## src/rtl/gen_leaf_seq.sv

```systemverilog
// -----------------------------------------------------------------------------
// gen_leaf_seq
//
// Runs one leaf-generation core through a sequence of consecutive XMSS leaves.
// One leaf job is in flight at a time. The OTS index counts up from first_idx
// and wraps modulo 2^IDX_W. Finished leaves are queued in a small FIFO together
// with their index, and a valid/ready handshake drains them to the consumer.
//
// Parameters
//   KEY_LEN     width of a leaf value
//   IDX_W       leaf index width (1..32)
//   FIFO_DEPTH  output buffer entries (power of two, >= 2)
//
// Ports
//   clk, reset_n    clock, asynchronous active-low reset
//   start           one-cycle run request, honoured only while busy is low
//   first_idx       index of the first leaf of the run
//   leaf_count      number of leaves in the run (zero is a legal empty run)
//   hash_addr       base hash address; only words 0..2 ([255:160]) are kept
//   busy            high from an accepted start until done
//   done            one-cycle pulse when the run has fully drained
//   core_start      one-cycle job launch to the leaf core
//   core_hash_addr  per-leaf address: base words, OTS type, current index
//   core_done       one-cycle completion pulse from the leaf core
//   core_leaf       leaf value, valid together with core_done
//   out_valid       FIFO holds at least one leaf
//   out_ready       consumer takes the head leaf when out_valid is also high
//   out_leaf        head leaf value (zero when the FIFO is empty)
//   out_idx         head leaf index (zero when the FIFO is empty)
//   abort           run cancel, present only with GEN_LEAF_SEQ_ABORT_EN
//
// Build option
//   GEN_LEAF_SEQ_ABORT_EN  adds the abort port and the ABORT state. Without it
//                          a started run always completes.
// -----------------------------------------------------------------------------
module gen_leaf_seq #(
  parameter int KEY_LEN    = 256,
  parameter int IDX_W      = 10,
  parameter int FIFO_DEPTH = 4
) (
  input  logic               clk,
  input  logic               reset_n,
  input  logic               start,
  input  logic [IDX_W-1:0]   first_idx,
  input  logic [IDX_W:0]     leaf_count,
  input  logic [255:0]       hash_addr,
  output logic               busy,
  output logic               done,
  output logic               core_start,
  output logic [255:0]       core_hash_addr,
  input  logic               core_done,
  input  logic [KEY_LEN-1:0] core_leaf,
  output logic               out_valid,
  input  logic               out_ready,
  output logic [KEY_LEN-1:0] out_leaf,
  output logic [IDX_W-1:0]   out_idx
`ifdef GEN_LEAF_SEQ_ABORT_EN
  ,
  input  logic               abort
`endif
);

  localparam int AW = (FIFO_DEPTH > 1) ? $clog2(FIFO_DEPTH) : 1;
  localparam int CW = AW + 1;
  localparam logic [CW-1:0] DEPTH_C = CW'(FIFO_DEPTH);

  typedef enum logic [2:0] {
    S_IDLE,
    S_ISSUE,
    S_WAIT,
    S_DRAIN
`ifdef GEN_LEAF_SEQ_ABORT_EN
    ,
    S_ABORT
`endif
  } state_t;

  state_t state;
  state_t state_next;

  // Run context captured at start
  logic [95:0]        addr_q;
  logic [IDX_W-1:0]   cur_idx;
  logic [IDX_W:0]     remaining;

  // Output FIFO storage and bookkeeping
  logic [KEY_LEN-1:0] leaf_mem [FIFO_DEPTH];
  logic [IDX_W-1:0]   idx_mem  [FIFO_DEPTH];
  logic [AW-1:0]      wr_ptr;
  logic [AW-1:0]      rd_ptr;
  logic [CW-1:0]      fifo_count;

  // Control strobes produced by the next-state logic
  logic capture;
  logic issue;
  logic push;
  logic pop;
  logic flush;
  logic done_next;

  logic fifo_empty;
  logic fifo_space;

  // The low 160 address bits are replaced per leaf, so they are dropped here.
  logic unused_addr_bits;
  assign unused_addr_bits = ^hash_addr[159:0];

  assign fifo_empty = (fifo_count == '0);
  assign fifo_space = (fifo_count < DEPTH_C);

  assign out_valid = !fifo_empty;
  assign pop       = out_valid && out_ready;

  // Head values are masked while empty so stale or uninitialised storage
  // never shows on the outputs, including right after an asynchronous reset.
  assign out_leaf = out_valid ? leaf_mem[rd_ptr] : '0;
  assign out_idx  = out_valid ? idx_mem[rd_ptr]  : '0;

  assign core_start = issue;

  // Address layout: base words 0..2, word 3 = OTS type (0), word 4 = index,
  // words 5..7 cleared. Both fields only change on capture or push, so the
  // address holds steady for the whole time a job is outstanding.
  assign core_hash_addr = {addr_q, 32'd0, 32'(cur_idx), 96'd0};

  // State register.
  always_ff @(posedge clk or negedge reset_n) begin
    if (!reset_n) begin
      state <= S_IDLE;
    end else begin
      state <= state_next;
    end
  end

  // Next-state and strobe decode. ISSUE launches a job only when a FIFO slot
  // is free; since a single job is outstanding, that slot is effectively
  // reserved and the later push can never overflow. An abort that coincides
  // with core_done in WAIT finishes the cancel at once instead of waiting for
  // a completion that has already happened.
  always_comb begin
    state_next = state;
    capture    = 1'b0;
    issue      = 1'b0;
    push       = 1'b0;
    flush      = 1'b0;
    done_next  = 1'b0;
    case (state)
      S_IDLE: begin
        if (start) begin
          capture    = 1'b1;
          state_next = (leaf_count == '0) ? S_DRAIN : S_ISSUE;
        end
      end
      S_ISSUE: begin
`ifdef GEN_LEAF_SEQ_ABORT_EN
        if (abort) begin
          flush      = 1'b1;
          done_next  = 1'b1;
          state_next = S_IDLE;
        end else
`endif
        if (fifo_space) begin
          issue      = 1'b1;
          state_next = S_WAIT;
        end
      end
      S_WAIT: begin
`ifdef GEN_LEAF_SEQ_ABORT_EN
        if (abort && core_done) begin
          flush      = 1'b1;
          done_next  = 1'b1;
          state_next = S_IDLE;
        end else if (abort) begin
          state_next = S_ABORT;
        end else
`endif
        if (core_done) begin
          push       = 1'b1;
          state_next = (remaining == (IDX_W+1)'(1)) ? S_DRAIN : S_ISSUE;
        end
      end
      S_DRAIN: begin
`ifdef GEN_LEAF_SEQ_ABORT_EN
        if (abort) begin
          flush      = 1'b1;
          done_next  = 1'b1;
          state_next = S_IDLE;
        end else
`endif
        if (fifo_empty) begin
          done_next  = 1'b1;
          state_next = S_IDLE;
        end
      end
`ifdef GEN_LEAF_SEQ_ABORT_EN
      S_ABORT: begin
        if (core_done) begin
          flush      = 1'b1;
          done_next  = 1'b1;
          state_next = S_IDLE;
        end
      end
`endif
      default: begin
        state_next = S_IDLE;
      end
    endcase
  end

  // Run context, busy and done. done is registered so it lands one cycle
  // after the drain condition is seen, and busy drops in that same cycle.
  always_ff @(posedge clk or negedge reset_n) begin
    if (!reset_n) begin
      addr_q    <= '0;
      cur_idx   <= '0;
      remaining <= '0;
      busy      <= 1'b0;
      done      <= 1'b0;
    end else begin
      done <= done_next;
      if (capture) begin
        addr_q    <= hash_addr[255:160];
        cur_idx   <= first_idx;
        remaining <= leaf_count;
        busy      <= 1'b1;
      end else if (done_next) begin
        busy <= 1'b0;
      end
      if (push) begin
        cur_idx   <= cur_idx + IDX_W'(1);
        remaining <= remaining - (IDX_W+1)'(1);
      end
    end
  end

  // FIFO pointers and occupancy. A push and a pop in the same cycle cancel
  // out in the count. A flush wins over a concurrent pop.
  always_ff @(posedge clk or negedge reset_n) begin
    if (!reset_n) begin
      wr_ptr     <= '0;
      rd_ptr     <= '0;
      fifo_count <= '0;
    end else if (flush) begin
      wr_ptr     <= '0;
      rd_ptr     <= '0;
      fifo_count <= '0;
    end else begin
      if (push) begin
        wr_ptr <= wr_ptr + AW'(1);
      end
      if (pop) begin
        rd_ptr <= rd_ptr + AW'(1);
      end
      case ({push, pop})
        2'b10:   fifo_count <= fifo_count + CW'(1);
        2'b01:   fifo_count <= fifo_count - CW'(1);
        default: fifo_count <= fifo_count;
      endcase
    end
  end

  // FIFO storage needs no reset: entries are only visible through the
  // occupancy-masked head outputs.
  always_ff @(posedge clk) begin
    if (push) begin
      leaf_mem[wr_ptr] <= core_leaf;
      idx_mem[wr_ptr]  <= cur_idx;
    end
  end

endmodule

```

## config.mk

```make
export PLATFORM = sky130hd
export DESIGN_NAME = gen_leaf_seq
export DESIGN_NICKNAME = d
export VERILOG_FILES = /design/src/rtl/gen_leaf_seq.sv
export SDC_FILE = /design/constraint.sdc
export NUM_CORES = 1
export LEC_CHECK = 0
export CORE_AREA = 3 3 411 413
export DETAILED_ROUTE_END_ITERATION = 6
export DIE_AREA = 0 0 414 416
export SYNTH_ARGS = -nofsm -noshare
export SYNTH_HDL_FRONTEND = slang
export SYNTH_SLANG_ARGS = --single-unit
```

## constraint.sdc

```tcl
create_clock -name clk -period 12.2 [get_ports clk]
set_input_delay 1.83 -clock clk [delete_from_list [all_inputs] [get_ports clk]]
set_output_delay 1.83 -clock clk [all_outputs]
set_load 0.01 [all_outputs]
```

==> results.md, run 1 <==
* Port buffer count at between 700 and 800
* Horizontal die dimension at approximately 410 um
* Worst rel slew slack at 16.9%
* Number of buffers and inverters on the critical path at 3
* Worst Max-Slew Pin Slew at between 1 and 1.5 ns
* Smallest hold slack at 0.469 ns
* Share of synthesized cell area in and, or, nand and nor gates at 6.88%
* Share of the yosys chip area belonging to registers at around 75%
* Share of final-layout standard cells stronger than drive strength 1 at approximately 15%
* Power per standard cell area at around 240 nW/um^2
* Sum of routed wire length over all layers at about 120000 um
* Reg-to-reg slack, setup at 8.89 ns
* Async S/R FF share, synth at roughly 11%
* Leak Pwr at ~20 nW
* Clock share of power at 26.7%
* CP Capture Type: primary output
* Final ANT Viol Nets at 0
* Adder-Cell Fraction of Synth Area at less than 1%
* Data required time of the critical path at approximately 10 ns
* Most common cell after layout, fill and taps aside: sky130_fd_sc_hd__edfxtp_1
* Result of the run: finished clean
* Internal power consumption at 0.00995 W
* Worst setup path start: rd_ptr[0]
* Clock edge transition at the registers on the reported setup and hold paths at roughly 0.06 ns
* Wire length per cell at ~22 um
* Sequential share of power at 37.2%
* Maximum fanout count along the critical path at 89
* Height of the die at ~420 um
* Worst path depth at 5
* Sinks on Clock Net at between 1000 and 1500
* Class of the tightest hold or removal check: register to register
* Final cell area excluding filler cells at 60400 um^2
* First-pass iteration count of the detailed router at 6
* Number of design rule violations left after detail routing at 0
* RSZ-0062 raised after global routing: no
* CTS tree: yes
* Post-DR vias/cell at about 4.4
* Via count of the first global-routing pass at 25200
* Fraction of the mapped netlist area in compound gates at less than 1%
* Netlist Area Pre-Place at between 40000 and 50000 um^2
* Timing-limited maximum frequency at between 150 and 200 MHz
* Warning count from the yosys run at 0
* Routability congestion estimate at between 0.8 and 0.9
* Category of the worst setup path launch point: register
* Dpl hpwl at roughly 76000 um
* Antenna violations before repair at 25
* Clk_skew at 0.0355 ns
* Total Routing Usage GR at 13.7%
* Insertion delay of the later-clocked pin in the worst-skew pair at about 0.77 ns
* Number of cells upsized or downsized after cts at 0
* Reg2reg start: state[0]
* Slew Viols, Final at 0
* Number of buffers inserted by post-CTS setup repair at 0
* Effective utilization at floorplan at approximately 28%
* Final critical-path required period at 6.34 ns
* Number of vias after detailed routing at roughly 24000
* Share of the clock period used by the worst path after layout at slightly above 50%
* Row cnt at 149
* Total net switching power at ~0.0044 W
* Cell area after placement at ~56000 um^2
* Std-Cell Core Area at between 150000 and 200000 um^2
* Synthesis-stage register bit count at between 1000 and 1500
* FF-to-FF path depth at 4
* Post-Synthesis Mean Instance Area at 19.1 um^2
* Pin count of the biggest net entering global routing at 148
* Initial DRC Count at around 1500
* Post-Route Setup TNS at 0 ns
* Gate count of the mapped netlist at 2440
* Area added between synthesis and finish at 29.6%
* Post-layout net count at 3779
* Worst-case setup margin in the final layout at approximately 5.9 ns
* Fin. Hold Viols at 0
* Setup crit end: out_leaf[59]
* Wire length of the first global-routing pass at about 170000 um
* Floorplan die area at between 150000 and 200000 um^2
* Most used flip-flop cell after synthesis: sky130_fd_sc_hd__edfxtp_1
* Area share of xor/xnor cells in the synthesized design at less than 1%
* Share of synthesized area spent on multiplexers at about an eighth
* Largest vdd supply drop at ~0.17 mV
* H-tree levels at 4
* Leading cell types in the layout, fill and taps excluded: sky130_fd_sc_hd__edfxtp_1 (1064), sky130_fd_sc_hd__clkdlybuf4s50_1 (752), sky130_fd_sc_hd__nand2_1 (300)
* Cells along the critical path: buf_12 -> buf_4 -> mux4_2 -> and2_1 -> clkdlybuf4s50_1
* Comb power frac at between 30% and 40%
* Unique cell type count in the Yosys netlist at 50
* Family with the most delay on the worst path: buffers and inverters
* Clock buffers created by TritonCTS at around 130
* Arrival time of the worst setup path at around 4.5 ns
* Max-cap violations at 0
* Hold-fix buffers at CTS at 0
* Total power consumption of the routed design at approximately 0.014 W
* CP max-delay cell: sky130_fd_sc_hd__dfrtp_4
* Clock root buffer: sky130_fd_sc_hd__clkbuf_16
* Combinational family with the most area after synthesis: multiplexers
* Number of top-level design ports at roughly 1100
* Pre-CTS worst setup slack at 6.49 ns
* Maximum number of buffers from clock root to sink at 3
* Number of synthesized flops with an enable pin at 1064
* Longest individual stage delay on the worst path at approximately 0.94 ns
* Type of the setup path with the least slack: register to primary output
* Switching share of power at between 30% and 40%
* Worst reg2reg path endpoint: leaf_mem[0][98]
* Remaining global-route overflow at 0
* Final number of setup-violating endpoints at 0
==> logic make-up (layout without fill, tap and decap cells) <==
kind of cell | after synthesis | count (layout)
flip-flops | 1192 | 1192
AND/OR/NAND/NOR | 637 | 637
buffers and inverters | 286 | 1030
multiplexers | 274 | 274
AO/OA/AOI/OAI | 35 | 35
adder cells (fa/ha/maj) | 9 | 9
XOR/XNOR | 6 | 6
other | 1 | 161
==> routing by layer <==
metal	part of all wire [%]	GRT usage (%)
met1	38	16.0
met2	50	23.0
met4	3.2	5.25
met5	0.090	0
met3	7.8	4.87
==> final cells by class <==
cell class              count  area (um^2)
clock inverters            60          606
inverters                  15         56.3
repair buffers            779         7880
clock buffers             176         3570
well taps                2189         2740
multi-input cells        1111        10300
diodes                     11         27.5
flip-flops and latches   1192        35200
fillers                 15500       105000
==> power groups by stage <==
stage / sequential (W) / combinational, W / clock, W
global route: 0.00538 / 0.00554 / 0.00412
detailed placement: 0.00541 / 0.00528 / 0
floorplan: 0.00545 / 0.00261 / 0
global placement: 0.00539 / 0.00530 / 0
CTS: 0.00533 / 0.00531 / 0.00395
finish: 0.00532 / 0.00517 / 0.00382
==> Yosys cell counts, types with 3 or more instances <==
library cell	count	area share [%]
sky130_fd_sc_hd__clkbuf_1	61	0.49
sky130_fd_sc_hd__o211ai_1	5	0.081
sky130_fd_sc_hd__nor3_1	5	0.054
sky130_fd_sc_hd__or4_1	4	0.064
sky130_fd_sc_hd__buf_1	13	0.10
sky130_fd_sc_hd__nor4_1	6	0.081
sky130_fd_sc_hd__nand3_1	8	0.086
sky130_fd_sc_hd__xnor2_1	3	0.056
sky130_fd_sc_hd__ha_1	8	0.21
sky130_fd_sc_hd__o21ai_0	3	0.032
sky130_fd_sc_hd__nor2_1	18	0.15
sky130_fd_sc_hd__nand4_1	7	0.094
sky130_fd_sc_hd__edfxtp_1	1064	69
sky130_fd_sc_hd__and2_1	272	3.7
sky130_fd_sc_hd__xor2_1	3	0.056
sky130_fd_sc_hd__dfrtp_1	128	6.9
sky130_fd_sc_hd__o22ai_1	3	0.040
sky130_fd_sc_hd__buf_2	45	0.48
sky130_fd_sc_hd__mux2i_1	7	0.15
sky130_fd_sc_hd__mux4_2	266	13
sky130_fd_sc_hd__a21oi_1	3	0.032
sky130_fd_sc_hd__inv_1	14	0.11
sky130_fd_sc_hd__nand2_1	300	2.4
sky130_fd_sc_hd__o311ai_0	5	0.094
sky130_fd_sc_hd__or3_1	4	0.054
sky130_fd_sc_hd__a211oi_1	3	0.048
sky130_fd_sc_hd__buf_4	152	2.4
==> metrics by stage <==
stage / cells / utilization, %
after detailed placement: 5286 / 34.0
after global routing: 5529 / 36.5
after CTS: 5522 / 36.5
after floorplan: 2589 / -
final: 5533 / 36.5
after global placement: 5286 / 34.0
==> flip-flops by register name (all words and copies together) (netlist names) <==
register    cells
idx_mem        40
busy            1
done            1
leaf_mem     1024
addr_q         96
state           2
wr_ptr          2
rd_ptr          2
remaining      11
cur_idx        10
fifo_count      3
==> worst register-to-register path: stages (launching register included) <==
cell	delay, ns
sky130_fd_sc_hd__dfrtp_1	0.53
sky130_fd_sc_hd__and3b_1	0.33
sky130_fd_sc_hd__and2_4	0.47
sky130_fd_sc_hd__buf_4	0.71
sky130_fd_sc_hd__buf_4	0.83
==> how the worst min path moves through the flow <==
| stage | startpoint | endpoint | slack (ns) | cells past startpoint |
|---|---|---|---|---|
| floorplan | fifo_count[2] | fifo_count[2] | 0.47 | 1 |
| finish | addr_q[58] | addr_q[58] | 0.47 | 2 |
| global placement | addr_q[75] | addr_q[75] | 0.46 | 2 |
| global route | addr_q[61] | addr_q[61] | 0.49 | 2 |
| CTS | addr_q[2] | addr_q[2] | 0.47 | 2 |
| detailed placement | addr_q[2] | addr_q[2] | 0.46 | 2 |
Note: power is estimated with default switching activity, not from simulation.
==> run 2: changes to the inputs <==
CORE_AREA = 3 3 415 417   (was 3 3 411 413)
DIE_AREA = 0 0 418 420   (was 0 0 414 416)
clock period = 6.1 ns   (was 12.2 ns; I/O delays follow)
==> run 2 against run 1 <==
Register-to-register slack got worse by 5.5 ns. Total power rose by 100%. Global-route usage rose by 0.15 points. Critical endpoint is now out_leaf[4].
==> results.md, run 2 (synthesis gave the netlist of run 1 again) <==
* Biggest regs: leaf_mem (1024), addr_q (96), idx_mem (40)
* Worst setup path start: rd_ptr[0]
* Reg2reg start: state[0]
* Family with the most delay on the worst path: flip-flops
* Number of buffers and inverters on the critical path at 2 (-1)
* Leak Pwr at 20.6 nW (+1.5%)
* Number of buffers inserted by post-CTS setup repair at 0 (unchanged)
* Remaining global-route overflow at 0 (unchanged)
* FF-to-FF path depth at 3 (-1)
* Horizontal die dimension at 418 um (+0.97%)
* Type of the setup path with the least slack: register to primary output
* Most common cell after layout, fill and taps aside: sky130_fd_sc_hd__edfxtp_1
* Final critical-path required period at between 4 and 5 ns
* Max-cap violations at 0 (unchanged)
* Via count of the first global-routing pass at 25900 (+2.9%)
* Sinks on Clock Net at 1192 (unchanged)
* Insertion delay of the later-clocked pin in the worst-skew pair at 0.77 ns (about the same)
* Wire length per cell at 22.0 um (+2.1%)
* CP Capture Type: primary output
* Share of the clock period used by the worst path after layout at roughly three quarters
* Floorplan die area at 176000 um^2 (+1.9%)
* Maximum number of buffers from clock root to sink at 3 (unchanged)
* Clock root buffer: sky130_fd_sc_hd__clkbuf_16
* Clk_skew at 0.0433 ns (+0.00777 ns)
* Power per standard cell area at 477 nW/um^2 (+100%)
* Effective utilization at floorplan at 27.5% (-0.65 points)
* Antenna violations before repair at 29 (+16%)
* Number of cells upsized or downsized after cts at 0 (unchanged)
* Port buffer count at 753 (unchanged)
* Post-Route Setup TNS at 0 ns (unchanged)
* Number of vias after detailed routing at 24500 (+1.4%)
* Number of top-level design ports at 1064 (unchanged)
* Timing-limited maximum frequency at about 220 MHz
* Fillcell total at 15800 (+2.1%)
* First-pass iteration count of the detailed router at 5 (-1)
* Cells along the critical path: buf_4 -> mux4_2 -> and2_1 -> clkdlybuf4s50_1
* Initial DRC Count at 1331 (-8.3%)
* Clock buffers created by TritonCTS at 133 (unchanged)
* Routability congestion estimate at 0.809 (-0.81%)
* Total Routing Usage GR at 13.8% (+0.15 points)
* Number of design rule violations left after detail routing at 0 (unchanged)
* H-tree levels at 4 (unchanged)
* Wire length of the first global-routing pass at 178000 um (+1.7%)
* Leading cell types in the layout, fill and taps excluded: sky130_fd_sc_hd__edfxtp_1 (1064), sky130_fd_sc_hd__clkdlybuf4s50_1 (752), sky130_fd_sc_hd__nand2_1 (300)
* Result of the run: finished clean
* Sum of routed wire length over all layers at 124000 um (+3.5%)
* Final number of setup-violating endpoints at 0 (unchanged)
* Share of final-layout standard cells stronger than drive strength 1 at 15.9% (+1.1 points)
* Worst reg2reg path endpoint: leaf_mem[3][37]
* Row cnt at 151 (+1.3%)
* Category of the worst setup path launch point: register
* Reg-to-reg slack, setup at 3.39 ns (-5.50 ns)
* CTS tree: yes
* Class of the tightest hold or removal check: input port to asynchronous set/reset pin
* Height of the die at 420 um (+0.96%)
* Dpl hpwl at 82100 um (+8.7%)
* Register with the highest flop count: leaf_mem
* Hold-fix buffers at CTS at 0 (unchanged)
* Max FFs per register at 1024 (unchanged)
* RSZ-0062 raised after global routing: no
* Post-layout net count at 3816 (+0.98%)
* Fin. Hold Viols at 0 (unchanged)
* Setup crit end: out_leaf[4]
* CP max-delay cell: sky130_fd_sc_hd__dfrtp_4
* Final ANT Viol Nets at 0 (unchanged)
* Worst path depth at 4 (-1)
* Data required time of the critical path at 5.18 ns (-5.19 ns)
* Std-Cell Core Area at 169000 um^2 (+2.4%)
* Share of the core filled with cells at 36.0% (-0.50 points)
* Worst Max-Slew Pin Slew at 1.04 ns (-0.202 ns)
* Clock edge transition at the registers on the reported setup and hold paths at 0.06 ns (about the same)
* Largest vdd supply drop at 0.324 mV (+89%)
* Worst rel slew slack at 30.3% (+13 points)
* Area added between synthesis and finish at 30.8%
* Pin count of the biggest net entering global routing at 117 (-21%)
* Slew Viols, Final at 0 (unchanged)
* Post-DR vias/cell at 4.37 (about the same)
* Arrival time of the worst setup path at 3.71 ns (-0.80 ns)
* Maximum fanout count along the critical path at 35 (-61%)
* Longest individual stage delay on the worst path at 1.09 ns (+0.15 ns)
## run 2: cell count changes in the layout (fill, tap and decap cells not counted), sizes merged
cell and change:
bufinv +4, inv +3, clkinv +3, buf +37, clkinvlp -2, clkbuf -9
diode +12
## run 2: layer usage
| metal | vias to the layer above | part of all wire, % | GRT usage [%] |
|---|---|---|---|
| li1 | 10800 | - | - |
| met1 | 12700 | 37 | 15.4 |
| met2 | 856 | 52 | 23.7 |
| met3 | 219 | 6.6 | 4.38 |
| met4 | 0 | 4.2 | 7.07 |
| met5 | - | 0 | 0 |
## run 2: power breakdown
group	leakage, nW	total (W)	switching [W]	internal, W
clock network	2.08	0.00786	0.00325	0.00461
registers	11.2	0.0107	0.000644	0.0101
logic	7.35	0.0105	0.00498	0.00554
## run 2: per-stage QoR
| step | worst slack [ns] | instance area [um^2] | total power (W) | hold WS (ns) | cells |
|---|---|---|---|---|---|
| after floorplan | 0.823 | 47100 | 0.0160 | 0.469 | 2589 |
| after global placement | 2.11 | 56600 | 0.0216 | 0.458 | 5352 |
| after detailed placement | 2.10 | 56600 | 0.0217 | 0.463 | 5352 |
| after CTS | 1.21 | 60900 | 0.0297 | 0.126 | 5587 |
| after global routing | 1.23 | 60900 | 0.0306 | 0.179 | 5607 |
| final | 1.47 | 60900 | 0.0291 | 0.186 | 5610 |
## run 2: worst reg2reg max path, stage by stage (launching register included)
cell	delay [ns]
sky130_fd_sc_hd__dfrtp_1	0.52
sky130_fd_sc_hd__and3b_1	0.40
sky130_fd_sc_hd__and2_4	0.82
sky130_fd_sc_hd__buf_4	0.57
## run 2: worst min path at each step
| stage | start | endpoint | slack [ns] | cells past startpoint |
|---|---|---|---|---|
| final | reset_n | addr_q[87] | 0.19 | 1 |
| after global routing | reset_n | addr_q[45] | 0.18 | 1 |
| after CTS | reset_n | addr_q[92] | 0.13 | 1 |
| after detailed placement | addr_q[12] | addr_q[12] | 0.46 | 2 |
| after global placement | addr_q[73] | addr_q[73] | 0.46 | 2 |
| after floorplan | fifo_count[2] | fifo_count[2] | 0.47 | 1 |
## run 2: final cells by class
type                    count  area [um^2]  area share, %
multi-input cells        1111        10300           16.9
inverters                  15         56.3         0.0924
clock inverters            68          688           1.13
clock buffers             167         3580           5.88
well taps                2218         2780           4.55
repair buffers            816         8310           13.6
diodes                     23         57.6         0.0944
flip-flops and latches   1192        35200           57.7
==> run 3: changes to the inputs <==
clock period = 4.36 ns   (was 6.1 ns; I/O delays follow)
==> run 3 against run 2 <==
Total power increased by 40%. First-iteration DRC count is 19% higher. Clock power increased by 37%. Utilization rose by 0.33 points. Global-route usage about the same. Cell count is 1.2% higher. Wire length is 0.36% higher. Combinational power is 44% higher. Die area stayed put. Design area grew 0.91%. Register-to-register slack worse by 1.7 ns. Critical endpoint is now out_leaf[94]. Largest cell class unchanged.
==> results.md, run 3 (synthesis gave the netlist of run 1 again) <==
* Worst rel slew slack at 32.5% (+2.1 points)
* Worst min-delay path endpoint: addr_q[39]
* Slew Viols, Final at 0 (unchanged)
* CP Capture Type: primary output
* Category of the worst setup path launch point: register
* Final critical-path required period at 4.05 ns
* Reg2reg start: state[0]
* Fillcell total at 15700 (-0.49%)
* Clk_skew at 0.0532 ns (+0.00990 ns)
* Sinks on Clock Net at 1192 (unchanged)
* Leak Pwr at 20.9 nW (+1.5%)
* FF-to-FF path depth at 5 (+2)
* Worst Max-Slew Pin Slew at 1.01 ns (-0.0320 ns)
* Met2 GRT Util at 24.1% (+0.34 points)
* Remaining global-route overflow at 0 (unchanged)
* Post-Route Setup TNS at 0 ns (unchanged)
* Via count of the first global-routing pass at 26100 (+0.72%)
* First-pass iteration count of the detailed router at 5 (unchanged)
* Number of buffers and inverters on the critical path at 3 (+1)
* Met3 Track Usage GR at 4.13% (-0.26 points)
* Clock root buffer: sky130_fd_sc_hd__clkbuf_16
* Maximum number of buffers from clock root to sink at 3 (unchanged)
* Max-cap violations at 0 (unchanged)
* Horizontal die dimension at 418 um (unchanged)
* Final cell area excluding filler cells at 61500 um^2 (+0.91%)
* Wire length of the first global-routing pass at 178000 um (+0.26%)
* Number of top-level design ports at 1064 (unchanged)
* Maximum fanout count along the critical path at 42 (+20%)
* GR Util met1 at 15.8% (+0.39 points)
* Antenna violations before repair at 27 (-6.9%)
* Sum of routed wire length over all layers at 124000 um (+0.36%)
* Effective utilization at floorplan at 27.5% (unchanged)
* Routability congestion estimate at 0.797 (-1.4%)
* Most common cell after layout, fill and taps aside: sky130_fd_sc_hd__edfxtp_1
* Global-route layer with the greatest usage: met2
* Number of buffers inserted by post-CTS setup repair at 0 (unchanged)
* Switching share of power at 30.5% (-0.034 points)
* Power per standard cell area at 663 nW/um^2 (+39%)
* Sequential share of power at 36.4% (-0.4 points)
* Biggest regs: leaf_mem (1024), addr_q (96), idx_mem (40)
* Leading cell types in the layout, fill and taps excluded: sky130_fd_sc_hd__edfxtp_1 (1064), sky130_fd_sc_hd__clkdlybuf4s50_1 (752), sky130_fd_sc_hd__nand2_1 (300)
* Height of the die at 420 um (unchanged)
* Library cell appearing most often on the critical path: sky130_fd_sc_hd__buf_12
* Cells along the critical path: buf_12 -> buf_12 -> mux4_2 -> and2_1 -> clkdlybuf4s50_1
* Post-DR vias/cell at 4.36 (-0.31%)
* Cell area after placement at 57200 um^2 (+0.98%)
* Reg-to-reg slack, setup at 1.71 ns (-1.68 ns)
* H-tree levels at 4 (unchanged)
* Register with the highest flop count: leaf_mem
* Arrival time of the worst setup path at 3.40 ns (-0.31 ns)
* Total Routing Usage GR at 13.9% (+0.041 points)
* Area added between synthesis and finish at 32.0%
* Insertion delay of the later-clocked pin in the worst-skew pair at 0.78 ns (about the same)
* Share of the core filled with cells at 36.4% (+0.33 points)
* Internal power consumption at 0.0283 W (+40%)
* Final ANT Viol Nets at 0 (unchanged)
* Max FFs per register at 1024 (unchanged)
* Number of vias after detailed routing at 24700 (+0.92%)
* Number of design rule violations left after detail routing at 0 (unchanged)
* Result of the run: finished clean
* Comb power frac at 37.0% (+0.8 points)
* Final number of setup-violating endpoints at 0 (unchanged)
* Floorplan die area at 176000 um^2 (unchanged)
* Clock buffers created by TritonCTS at 137 (+3.0%)
* Dpl hpwl at 85700 um (+4.3%)
* CTS tree: yes
* Worst reg2reg path endpoint: leaf_mem[0][115]
* Pin count of the biggest net entering global routing at 117 (unchanged)
* Clock edge transition at the registers on the reported setup and hold paths at 0.06 ns (about the same)
* Cell total after placement at 5406 (+1.0%)
* Longest individual stage delay on the worst path at 0.71 ns (-0.38 ns)
* Wire length per cell at 21.8 um (-0.86%)
* Type of the setup path with the least slack: register to primary output
* Fin. Hold Viols at 0 (unchanged)
* HP Start: hash_addr[199]
* Family with the most delay on the worst path: buffers and inverters
* Clock share of power at 26.6% (-0.4 points)
* Share of the clock period used by the worst path after layout at 92.9%
* RSZ-0062 raised after global routing: no
* Post-layout net count at 3875 (+1.5%)
* Std-Cell Core Area at 169000 um^2 (unchanged)
* Largest vdd supply drop at 0.413 mV (+28%)
* Timing-limited maximum frequency at between 200 and 250 MHz
* Class of the tightest hold or removal check: input port to register
* Data required time of the critical path at 3.71 ns (-1.47 ns)
* Share of final-layout standard cells stronger than drive strength 1 at 17.1% (+1.2 points)
* Port buffer count at 753 (unchanged)
* Row cnt at 151 (unchanged)
* Number of standard cells in the layout, taps in and fillers out at 5679 (+1.2%)
* CP max-delay cell: sky130_fd_sc_hd__dfrtp_4
* Number of cells traversed by the worst hold path at 3
* Total net switching power at 0.0124 W (+40%)
* Initial DRC Count at 1580 (+19%)
## run 3: cell count changes in the layout (fill, tap and decap cells not counted), sizes merged
cell and delta:
diode +5, buf +54, clkinv +12, dlygate4sd3 +1, inv +1, clkbuf +2, clkinvlp -1, bufinv -5
## run 3: power by group through the flow
stage	Clock (W)	Combinational, W	Sequential, W
after floorplan	0	0.00729	0.0151
after global placement	0	0.0155	0.0150
after detailed placement	0	0.0154	0.0151
after CTS	0.0112	0.0155	0.0149
after global routing	0.0117	0.0162	0.0150
final	0.0108	0.0151	0.0148
## run 3: timing repair
| item | in CTS | in global routing |
|---|---|---|
| resized for setup | 0 | 0 |
| endpoints found under the hold margin | 19 | 0 |
| hold buffers | 1 | 0 |
## run 3: layout make-up
class | instances | area (um^2) | area share (%)
clock inverter | 75 | 557 | 0.905
tap | 2218 | 2780 | 4.51
antenna | 28 | 70.1 | 0.114
inverter | 15 | 56.3 | 0.0916
clock buffer | 169 | 3690 | 5.99
sequential | 1192 | 35200 | 57.2
multi-input combinational | 1111 | 10300 | 16.8
timing repair buffer | 871 | 8880 | 14.4
## run 3: worst max path at each step
stage	from	to	slack (ns)	cells past startpoint
finish	rd_ptr[0]	out_leaf[94]	0.31	5
global route	rd_ptr[0]	out_leaf[94]	0.08	5
CTS	rd_ptr[0]	out_leaf[61]	0.11	5
detailed placement	rd_ptr[0]	out_leaf[62]	1.01	5
global placement	rd_ptr[0]	out_leaf[62]	1.02	5
floorplan	core_done	idx_mem[0][0]	-0.66	4
## run 3: per-layer routing
layer  up-vias  wire length, um
met5         -               21
met2       829            64900
met4         4             4660
li1      10900                -
met3       203             7840
met1     12800            46600
## run 3: worst register-to-register path: cells and delay by family, from the launching register on
family	cells	cell delay, ns
buf+inv	3	0.85
flops	1	0.53
simple gates	2	0.93
## run 3: per-stage QoR
step,setup WS [ns],power [W],hold WS [ns]
2_1_floorplan,-0.656,0.0224,0.358
3_5_place_dp,1.01,0.0305,0.461
5_1_grt,0.0843,0.0428,0.347
6_report,0.309,0.0408,0.402
3_3_place_gp,1.02,0.0305,0.458
4_1_cts,0.112,0.0415,0.311
